**src/rtl/uart_tx_frame.sv**
```systemverilog
// uart_tx_frame: parametrised UART transmitter with valid/ready input.
// Frame: start bit, DATA_BITS data bits (LSB first), optional parity bit,
// STOP_BITS stop bits. Every bit lasts CLK_DIV clocks.
// Optional build macro UART_TX_HOLD_BUF_EN adds a one-entry holding register
// so that the producer can hand over the next word while a frame is on the line.
module uart_tx_frame #(
    parameter int CLK_DIV     = 434,
    parameter int DATA_BITS   = 8,
    parameter int PARITY_MODE = 0,
    parameter int STOP_BITS   = 1
) (
    input  logic                 clk,
    input  logic                 rst_n,
    input  logic                 tx_valid,
    input  logic [DATA_BITS-1:0] tx_data,
    output logic                 tx_ready,
    output logic                 tx_busy,
    output logic                 tx_done,
    output logic                 tx_pin
);

    localparam int BAUD_W = (CLK_DIV > 1) ? $clog2(CLK_DIV) : 1;
    localparam int CNT_W  = $clog2(DATA_BITS + 1);

    localparam logic [BAUD_W-1:0] BAUD_LAST = BAUD_W'(CLK_DIV - 1);
    localparam logic [BAUD_W-1:0] BAUD_PRE  = BAUD_W'(CLK_DIV - 2);
    localparam logic [CNT_W-1:0]  DATA_LAST = CNT_W'(DATA_BITS - 1);
    localparam logic [CNT_W-1:0]  STOP_LAST = CNT_W'(STOP_BITS - 1);
    // Mode 3 (and anything else) is treated as "no parity".
    localparam bit HAS_PARITY = (PARITY_MODE == 1) || (PARITY_MODE == 2);

    typedef enum logic [2:0] {
        IDLE,
        START,
        DATA,
        PARITY,
        STOP
    } state_t;

    state_t               state;
    logic [BAUD_W-1:0]    baud_cnt;
    logic [CNT_W-1:0]     bit_cnt;
    logic [DATA_BITS-1:0] shift_reg;
    logic                 parity_bit;

    logic                 accept;
    logic                 have_word;
    logic [DATA_BITS-1:0] next_word;
    logic                 bit_end;
    logic                 frame_end;
    logic                 start_frame;

    // Parity over the captured word: odd mode makes the total count of ones odd.
    function automatic logic parity_of(input logic [DATA_BITS-1:0] word);
        case (PARITY_MODE)
            1:       return ~^word;
            2:       return ^word;
            default: return 1'b0;
        endcase
    endfunction

    assign accept    = tx_valid && tx_ready;
    assign bit_end   = (state != IDLE) && (baud_cnt == BAUD_LAST);
    assign frame_end = (state == STOP) && bit_end && (bit_cnt == STOP_LAST);

`ifdef UART_TX_HOLD_BUF_EN
    logic                 hold_full;
    logic [DATA_BITS-1:0] hold_data;

    // A parked word always goes out before a word offered on the same cycle.
    assign tx_ready  = !hold_full;
    assign have_word = hold_full || accept;
    assign next_word = hold_full ? hold_data : tx_data;

    // Holding register occupancy: filled by an accept that cannot go straight
    // to the shift register, emptied when its word starts a frame.
    always_ff @(posedge clk or negedge rst_n) begin
        if (!rst_n) begin
            hold_full <= 1'b0;
        end else if (start_frame && hold_full) begin
            hold_full <= accept;
        end else if (accept && !start_frame) begin
            hold_full <= 1'b1;
        end
    end

    // Holding register payload; contents only matter while hold_full is set.
    always_ff @(posedge clk) begin
        if (accept && (hold_full || !start_frame)) begin
            hold_data <= tx_data;
        end
    end
`else
    // Ready also during the tx_done cycle so a held-valid producer starts the
    // next frame directly after the final stop bit, with no idle gap.
    assign tx_ready  = !tx_busy || tx_done;
    assign have_word = accept;
    assign next_word = tx_data;
`endif

    assign start_frame = have_word && ((state == IDLE) || frame_end);

    // Frame sequencer: state, baud/bit counters and all registered line outputs.
    always_ff @(posedge clk or negedge rst_n) begin
        if (!rst_n) begin
            state    <= IDLE;
            baud_cnt <= '0;
            bit_cnt  <= '0;
            tx_pin   <= 1'b1;
            tx_busy  <= 1'b0;
            tx_done  <= 1'b0;
        end else begin
            tx_done <= 1'b0;
            if (start_frame) begin
                state    <= START;
                baud_cnt <= '0;
                bit_cnt  <= '0;
                tx_pin   <= 1'b0;
                tx_busy  <= 1'b1;
            end else if (state == IDLE) begin
                baud_cnt <= '0;
            end else if (bit_end) begin
                baud_cnt <= '0;
                case (state)
                    START: begin
                        state  <= DATA;
                        tx_pin <= shift_reg[0];
                    end
                    DATA: begin
                        if (bit_cnt == DATA_LAST) begin
                            bit_cnt <= '0;
                            if (HAS_PARITY) begin
                                state  <= PARITY;
                                tx_pin <= parity_bit;
                            end else begin
                                state  <= STOP;
                                tx_pin <= 1'b1;
                            end
                        end else begin
                            bit_cnt <= bit_cnt + 1'b1;
                            tx_pin  <= shift_reg[0];
                        end
                    end
                    PARITY: begin
                        state  <= STOP;
                        tx_pin <= 1'b1;
                    end
                    STOP: begin
                        if (bit_cnt == STOP_LAST) begin
                            state   <= IDLE;
                            bit_cnt <= '0;
                            tx_busy <= 1'b0;
                        end else begin
                            bit_cnt <= bit_cnt + 1'b1;
                        end
                    end
                    default: state <= IDLE;
                endcase
            end else begin
                baud_cnt <= baud_cnt + 1'b1;
                // Registered strobe: raised one cycle early so it lines up
                // with the last cycle of the final stop bit.
                if ((state == STOP) && (bit_cnt == STOP_LAST) && (baud_cnt == BAUD_PRE)) begin
                    tx_done <= 1'b1;
                end
            end
        end
    end

    // Data path: capture the word and its parity at frame start, then shift
    // one bit out per bit time so shift_reg[0] is always the next data bit.
    always_ff @(posedge clk) begin
        if (start_frame) begin
            shift_reg  <= next_word;
            parity_bit <= parity_of(next_word);
        end else if (bit_end && ((state == START) || (state == DATA))) begin
            shift_reg <= shift_reg >> 1;
        end
    end

endmodule

```
**config.mk**
```make
export PLATFORM = sky130hd
export DESIGN_NAME = uart_tx_frame
export DESIGN_NICKNAME = d
export VERILOG_FILES = /design/src/rtl/uart_tx_frame.sv
export SDC_FILE = /design/constraint.sdc
export NUM_CORES = 1
export LEC_CHECK = 0
export ABC_AREA = 1
export BUFFER_PORTS_ARGS = -buffer_cell sky130_fd_sc_hd__clkbuf_2
export CAP_MARGIN = 20
export CORE_ASPECT_RATIO = 2
export CORE_MARGIN = 4
export CORE_UTILIZATION = 52
export DETAILED_ROUTE_END_ITERATION = 8
export HOLD_SLACK_MARGIN = 0.08
export PLACE_DENSITY = 0.71
export SLEW_MARGIN = 0
export SYNTH_ARGS = -nofsm -noshare
export SYNTH_HDL_FRONTEND = slang
export SYNTH_SLANG_ARGS = --single-unit
```
**constraint.sdc**
```tcl
create_clock -name clk -period 2 [get_ports clk]
set_clock_uncertainty 0.1 [all_clocks]
set_input_delay 0.1 -clock clk [delete_from_list [all_inputs] [get_ports clk]]
set_output_delay 0.1 -clock clk [all_outputs]
set_load 0.1 [all_outputs]
```
# ---- After elaboration in Yosys (flattened, before gate mapping)
# Index checks and enable logic that the tools add are counted.
dict set report totals {
  register_bits 27
  latch_bits 0
  ram_bits 0
  romBits 0
  out_inout_bits 4
  mem_count 0
}
dict set report op_classes {
  n_addsub 2
  mul 0
  n_div 0
  n_lt_le_gt_ge 0
  eq_ne 10
  shifts 0
  n_mux 31
  bitwise 0
  reduce_logical 25
}
# op n
set op_table {}
lappend op_table {{$mux 9} 3}
lappend op_table {{$mux 4} 5}
lappend op_table {{$eq 9x9->1 const B} 2}
lappend op_table {{$mux 8} 2}
lappend op_table {{$mux 3} 5}
lappend op_table {{$mux 1} 13}
lappend op_table {{$pmux 3 s4} 1}
lappend op_table {{$add 9x1->9 const B} 1}
lappend op_table {{$logic_and 1x1->1} 8}
lappend op_table {{$pmux 4 s2} 1}
lappend op_table {{$reduce_and 4->1} 2}
lappend op_table {{$reduce_bool 2->1} 4}
lappend op_table {{$eq 3x2->1 const B} 2}
lappend op_table {{$ne 3x3->1 const B} 2}
lappend op_table {{$reduce_and 3->1} 2}
lappend op_table {{$reduce_bool 3->1} 2}
lappend op_table {{$add 4x1->4 const B} 1}
lappend op_table {{$eq 4x3->1 const B} 1}
lappend op_table {{$logic_not 4->1} 1}
lappend op_table {{$reduce_bool 4->1} 1}
lappend op_table {{$eq 3x1->1 const B} 1}
lappend op_table {{$eq 3x3->1 const B} 1}
lappend op_table {{$logic_not 3->1} 1}
lappend op_table {{$logic_or 1x1->1} 3}
lappend op_table {{3 further kinds} 3}

# ---- Logic depth before layout (Yosys ltp)
# Gate-level depths: netlist of run 1.
dict set report depth {
  word_depth 8
  depth_mapped 13
}

# ---- Least setup slack after synthesis of run 1
# No wires, ideal clock.
dict set report synth_path {
  kind {reg2reg}
  from {reg tx_done}
  to {reg shift_reg[0] (enable)}
  arrival_time_ns 1.734
  slack_ns -0.163
  stages_incl_launch_ff 6
  path_buffers 1
  path_cell_list {dfrtp_1 -> inv_1 -> a21boi_0 -> nand2_1 -> buf_2 -> nand2_1}
}
dict set report synth_between {
  elab_chain_len 4
}
# element line
set synth_lines {}
lappend synth_lines {{start: declaration} 18} ;# output logic tx_done,
lappend synth_lines {{start signal: assignment} 111} ;# tx_done <= 1'b0;
lappend synth_lines {{start signal: assignment} 113} ;# tx_done <= 1'b0;
lappend synth_lines {{start signal: assignment} 164} ;# tx_done <= 1'b1;
lappend synth_lines {{$logic_or 1x1->1} 96} ;# assign tx_ready = !tx_busy || tx_done;
lappend synth_lines {{$logic_and 1x1->1} 62} ;# assign accept = tx_valid && tx_ready;
lappend synth_lines {{$logic_and 1x1->1} 101} ;# assign start_frame = have_word && ((state == IDLE) || frame_end);
lappend synth_lines {{$reduce_bool 2->1 (no line)} --}
lappend synth_lines {{end signal: assignment} 174} ;# shift_reg <= next_word;
lappend synth_lines {{end signal: assignment} 177} ;# shift_reg <= shift_reg >> 1;
lappend synth_lines {{end: declaration} 43} ;# logic [DATA_BITS-1:0] shift_reg;
# No other way between the ends.
# A chain may end at the register's enable or synchronous reset.

# ---- Worst setup path in the final report of run 1
dict set report layout_path {
  from {reg baud_cnt[1]}
  to {reg shift_reg[3], data pin}
}
dict set report layout_between {
  elab_chain_len 7
}
# element line
set layout_lines {}
lappend layout_lines {{start: declaration} 41} ;# logic [BAUD_W-1:0] baud_cnt;
lappend layout_lines {{start signal: assignment} 160} ;# baud_cnt <= baud_cnt + 1'b1;
lappend layout_lines {{$eq 9x9->1} 63} ;# assign bit_end = (state != IDLE) && (baud_cnt == BAUD_LAST);
lappend layout_lines {{$logic_and 1x1->1} 63}
lappend layout_lines {{$logic_and 1x1->1 (2 in a row)} 64} ;# assign frame_end = (state == STOP) && bit_end && (bit_cnt == STOP_LAST);
lappend layout_lines {{$logic_or 1x1->1} 101}
lappend layout_lines {{$logic_and 1x1->1} 101}
lappend layout_lines {{$mux 8} 173} ;# if (start_frame) begin
# No other way between the ends.

==> impl_metrics.toml, run 1 <==
[outcome]
status = "finished, final reports clean"

[power_and_ir_drop]
p_sw_uw = 187
clkPwrFrac_pct = 34.6
p_comb_share_pct = 3.5
power.density_mw_per_mm2 = 523
ir_worst_vdd_uv = 630
p_leak_nw = 0.843
power.internal_uw = 725
pwr-share-seq_pct = 61.9
swShare_pct = 20.5
total_power_uw = 912

[placement]
gp_congestion = 0.943
place_area_mm2 = 0.00158
port_buffers = 14
placedCellCount = 221
post-place-ws_ns = 0.0986
post-dp-hpwl_mm = 2.38

[cells_and_area]
layout.nets = 224
largest_reg_flops = 9
fillers = 254
areaGrowthSynthToFinish_pct = 18.9
final_util_pct = 63.7
instances_no_fill = 236
drive_gt1_share_pct = 18.8
diodes = 0
stdcell_area_mm2 = 0.00174

[synth]
ys_async_sr_fraction_pct = 70.4
synth_edf_count = 8
ys_seq_elements = 27
ys_seq_area_share_pct = 48.9
yosysMostFrequentCell = "nand2_1"
syn_area_mm2 = 0.00147
synth_top_area_share_pct = 30.7
synth.avg_cell_area_um2 = 8.28
synthTopCellsByCount = "nand2_1 (49), inv_1 (21), nor2_1 (19)"
syn_nets = 193
synth_largest_area_cell = "dfrtp_1"
ys_types = 26
synthCells = 177
synth.area.top_cells = "dfrtp_1 (31%), edfxtp_1 (16%), nand2_1 (13%)"
yosys_warnings = 0
ys.flop_type = "dfrtp_1"

[route]
drt_wl_total_mm = 3.19
num_vias = 1269
drcViolationCount = 0
drt-vias-per-instance = 5.38
ant_nets = 0
drt_iter0_markers = 28
wl_per_cell_um = 13.5
dr.pass1.iters = 4

[timing]
report.final.setup_viol = 0
hold_viol = 0
fin_crit_ns = 1.83
worstMarginPinSlew_ns = 0.542
setup_ws_ns = 0.171
post-route-period-util_pct = 91.5
fin_setup_tns_ns = 0
max-slew-margin-rel_pct = 64.0
max_freq_mhz = 547
slew_violations = 0
hold_ws_ns = 0.200

[clock_network]
cts_made_buffers = 3
cts.sinks = 27
cts_tree = "yes"
clkTransAtPathRegs_ns = 0.10
htree_levels = 1
clock_latency_ns = 0.28
root_buffer = "clkbuf_8"
cts_buffer_depth = 2

[worst_setup_path]
r2r_cells = 12
r2r-start = "baud_cnt[1]$_DFF_PN0_"
crit_path_top_delay_cell = "dfrtp_1"
r2r-end = "shift_reg[3]$_DFFE_PP_"
arrival_ns = 1.78
reg2reg_slack_ns = 0.17
critPathMaxFanout = 4
worstSetupPathType = "reg2reg"
start_kind = "flip-flop"
worstPathRequired_ns = 1.95
crit_chain = "inv_1 > ha_1 > nand2_1 > inv_1 > nand2_1 > nor2_2 > nand3_2 > nand2_1 > nand2_2 > buf_4 > nand2_1 > nand2_1"
critPathMaxStageDelay_ns = 0.40
cp-end-kind = "flip-flop"
cp_common_cell = "nand2_1"

[min_path]
hold_class = "in2async"

[floorplan]
die_h_um = 83.1
num_rows = 27
start_util_pct = 53.6
dieArea_mm2 = 0.00379
io_pins = 15
core_area_mm2 = 0.00274
die_w_um = 45.6

[global_routing]
grt_max_degree = 20
grtUsageTotal_pct = 18.5
grt_pass1_wl_mm = 5.19
grt_pass1_vias = 1284
overflow = 0
antenna_found_initial = 0

[flow_run]
maxCapViolCount = 0
[cells in the final DEF, fill, tap and decap left out, types with 6 or more instances in the layout]
cell,n
nor3b_1,6
o21ai_0,6
dlygate4sd3_1,9
dfrtp_1,16
nand4_1,6
a21oi_1,8
nand2_1,47
edfxtp_1,8
clkbuf_2,14
nor2_1,19
inv_1,21
[cell families after synthesis]
kind of cell / share of synthesized area (%)
AO/OA/AOI/OAI: 7.77
AND/OR/NAND/NOR: 30.1
flip-flops: 48.9
buffers and inverters: 7.76
adder cells (fa/ha/maj): 4.27
XOR/XNOR: 1.19
[timing repair]
action                     CTS  global route
hold buffers                 9             0
hold endpoints to repair    27             0
gates resized for setup      0             5
buffers inserted             0             1
setup endpoints to repair    0            15
[layout make-up]
type / instances / area [um^2] / area share [%]
Clock buffer: 3 / 41.3 / 2.37
Clock inverter: 1 / 7.51 / 0.430
Inverter: 24 / 97.6 / 5.60
Multi-Input combinational cell: 124 / 641 / 36.7
Sequential cell: 27 / 719 / 41.2
Tap cell: 29 / 36.3 / 2.08
Timing Repair Buffer: 28 / 201 / 11.5
[power by group through the flow]
stage	logic [mW]	registers, mW	clock network, mW
CTS	0.0316	0.565	0.326
global route	0.0353	0.565	0.344
finish	0.0318	0.565	0.315
detailed placement	0.0175	0.577	0
global placement	0.0172	0.577	0
floorplan	0.000603	0.577	0
[metal layers]
| layer | vias up | part of all wire [%] | track usage (%) | wire length [um] |
|---|---|---|---|---|
| met5 | - | 0 | 0 | 0 |
| met4 | 0 | 3.9 | 11.2 | 126 |
| met3 | 12 | 2.2 | 2.82 | 69 |
| met2 | 22 | 59 | 33.1 | 1880 |
| met1 | 599 | 35 | 17.9 | 1110 |
| li1 | 636 | - | - | - |
[worst max path at each step]
stage / to / cells past startpoint / startpoint / slack, ns
finish: shift_reg[3]$_DFFE_PP_ / 12 / baud_cnt[1]$_DFF_PN0_ / 0.17
global route: shift_reg[3]$_DFFE_PP_ / 12 / baud_cnt[1]$_DFF_PN0_ / -0.02
CTS: shift_reg[5]$_DFFE_PP_ / 10 / baud_cnt[1]$_DFF_PN0_ / 0.10
detailed placement: shift_reg[5]$_DFFE_PP_ / 10 / baud_cnt[1]$_DFF_PN0_ / 0.1
global placement: shift_reg[5]$_DFFE_PP_ / 10 / baud_cnt[1]$_DFF_PN0_ / 0.16
floorplan: shift_reg[0]$_DFFE_PP_ / 5 / tx_done$_DFF_PN0_ / 0.12
[critical path, delay by kind of cell, from the launching register on]
kind          cells  cell delay, ns
flops             1            0.40
fa+ha+maj         1            0.16
buf+inv           3            0.33
simple gates      8            0.62
Power figures use the tool's default switching activity.
==> inputs of run 2 (changes only) <==
MAX_ROUTING_LAYER = met4   (was not set)
==> impl_metrics.toml, run 2 (synthesis gave the netlist of run 1 again) <==
[floorplan]
num_rows = 27
die_w_um = 45.6
core_area_mm2 = 0.00274
die_h_um = 83.1
dieArea_mm2 = 0.00379
io_pins = 15
start_util_pct = 53.6

[cells_and_area]
final_cell_mix = "nand2_1 (47), inv_1 (21), nor2_1 (19)"
largest_reg_flops = 9
multiInputGateArea_um2 = 641
diodes = 0
final_common_cell = "nand2_1"
fillers = 254
areaGrowthSynthToFinish_pct = 18.9
drive_gt1_share_pct = 18.8
seqCellArea_um2 = 719
layout.nets = 224

[flow_run]
maxCapViolCount = 0

[clock_network]
root_buffer = "clkbuf_8"
clkTransAtPathRegs_ns = 0.10
clock_latency_ns = 0.28
cts_tree = "yes"
cts_buffer_depth = 2
cts.sinks = 27
cts_made_buffers = 3
htree_levels = 1

[global_routing]
grt_max_degree = 20
grtUsageTotal_pct = 19.0
grt_pass1_vias = 1284
grt_pass1_wl_mm = 5.20
antenna_found_initial = 0
overflow = 0

[power_and_ir_drop]
power.density_mw_per_mm2 = 523
ir_worst_vdd_uv = 630
p_leak_nw = 0.843

[route]
num_vias = 1269
ant_nets = 0
dr.pass1.iters = 4
drt-vias-per-instance = 5.38
drt_iter0_markers = 31
drt_wl_total_mm = 3.19
drcViolationCount = 0
wl_per_cell_um = 13.5

[min_path]
hold_class = "in2async"

[outcome]
status = "finished, final reports clean"

[worst_setup_path]
cp-end-kind = "flip-flop"
start_kind = "flip-flop"
critPathMaxFanout = 4
worstSetupPathType = "reg2reg"
arrival_ns = 1.78
worstPathRequired_ns = 1.95

[timing]
hold_viol = 0
report.final.setup_viol = 0
setup_ws_ns = 0.171
worstMarginPinSlew_ns = 0.542
max_freq_mhz = 547
max-slew-margin-rel_pct = 64.0
fin_crit_ns = 1.83
fin_setup_tns_ns = 0
slew_violations = 0
post-route-period-util_pct = 91.5

[placement]
post-dp-hpwl_mm = 2.38
gp_congestion = 0.960
port_buffers = 14
post-place-ws_ns = 0.0986
==> run 2: cell counts in the layout (fill, tap and decap cells not counted) <==
No cell type changed its count.
==> run 2: power breakdown <==
part	leakage (nW)	internal (mW)	total [mW]	switching [mW]
clock	0.0217	0.142	0.315	0.174
sequential	0.281	0.565	0.565	0
combinational	0.540	0.0186	0.0318	0.0133
==> run 2: final cells by class <==
cell class	instances	area share (%)
clock buffer	3	2.37
clock inverter	1	0.430
inverter	24	5.60
multi-input combinational	124	36.7
sequential	27	41.2
tap	29	2.08
timing repair buffer	28	11.5
==> run 2: final timing paths <==
path,slack (ns),endpoint,depth (start not counted),startpoint
min in group clk,0.37,bit_cnt[0]$_DFFE_PN0P_,6,tx_valid
setup reg to reg,0.17,shift_reg[3]$_DFFE_PP_,12,baud_cnt[1]$_DFF_PN0_
hold / removal,0.20,bit_cnt[1]$_DFFE_PN0P_,2,rst_n
setup / recovery,0.17,shift_reg[3]$_DFFE_PP_,12,baud_cnt[1]$_DFF_PN0_
hold reg to reg,0.42,state[1]$_DFFE_PN0P_,2,state[1]$_DFFE_PN0P_
max in group asynchronous,1.24,tx_busy$_DFFE_PN0P_,2,rst_n
==> run 2: timing repair <==
item | in CTS | in global routing
endpoints found under the hold margin | 27 | 0
resized for setup | 0 | 5
setup buffers | 0 | 1
hold buffers | 9 | 0
endpoints found under the setup margin | 0 | 15
==> run 2: stage by stage <==
| stage | std cells | util (%) | cell area, um^2 | total power [mW] | hold WS (ns) |
|---|---|---|---|---|---|
| 3_5_place_dp | 221 | 57.8 | 1580 | 0.594 | -0.0210 |
| 4_1_cts | 234 | 62.9 | 1720 | 0.923 | 0.214 |
| 6_report | 236 | 63.7 | 1740 | 0.912 | 0.200 |
| 2_1_floorplan | 177 | - | 1470 | 0.577 | -0.296 |
| 5_1_grt | 236 | 63.7 | 1740 | 0.945 | 0.241 |
| 3_3_place_gp | 221 | 57.8 | 1580 | 0.594 | -0.0219 |
==> run 2: critical path, stage by stage (launching register included) <==
cell	delay, ns
dfrtp_1	0.40
inv_1	0.08
ha_1	0.16
nand2_1	0.05
inv_1	0.05
nand2_1	0.06
nor2_2	0.14
nand3_2	0.08
nand2_1	0.08
nand2_2	0.09
buf_4	0.20
nand2_1	0.06
nand2_1	0.06
==> run 2: metal layers <==
metal  global-route usage, %  vias to the layer above  share of wire (%)
met5                       -                        -                  0
met4                    11.2                        0                3.9
met3                    2.82                       12                2.2
met2                    33.1                       22                 59
met1                    17.9                      599                 35
li1                        -                      636                  -
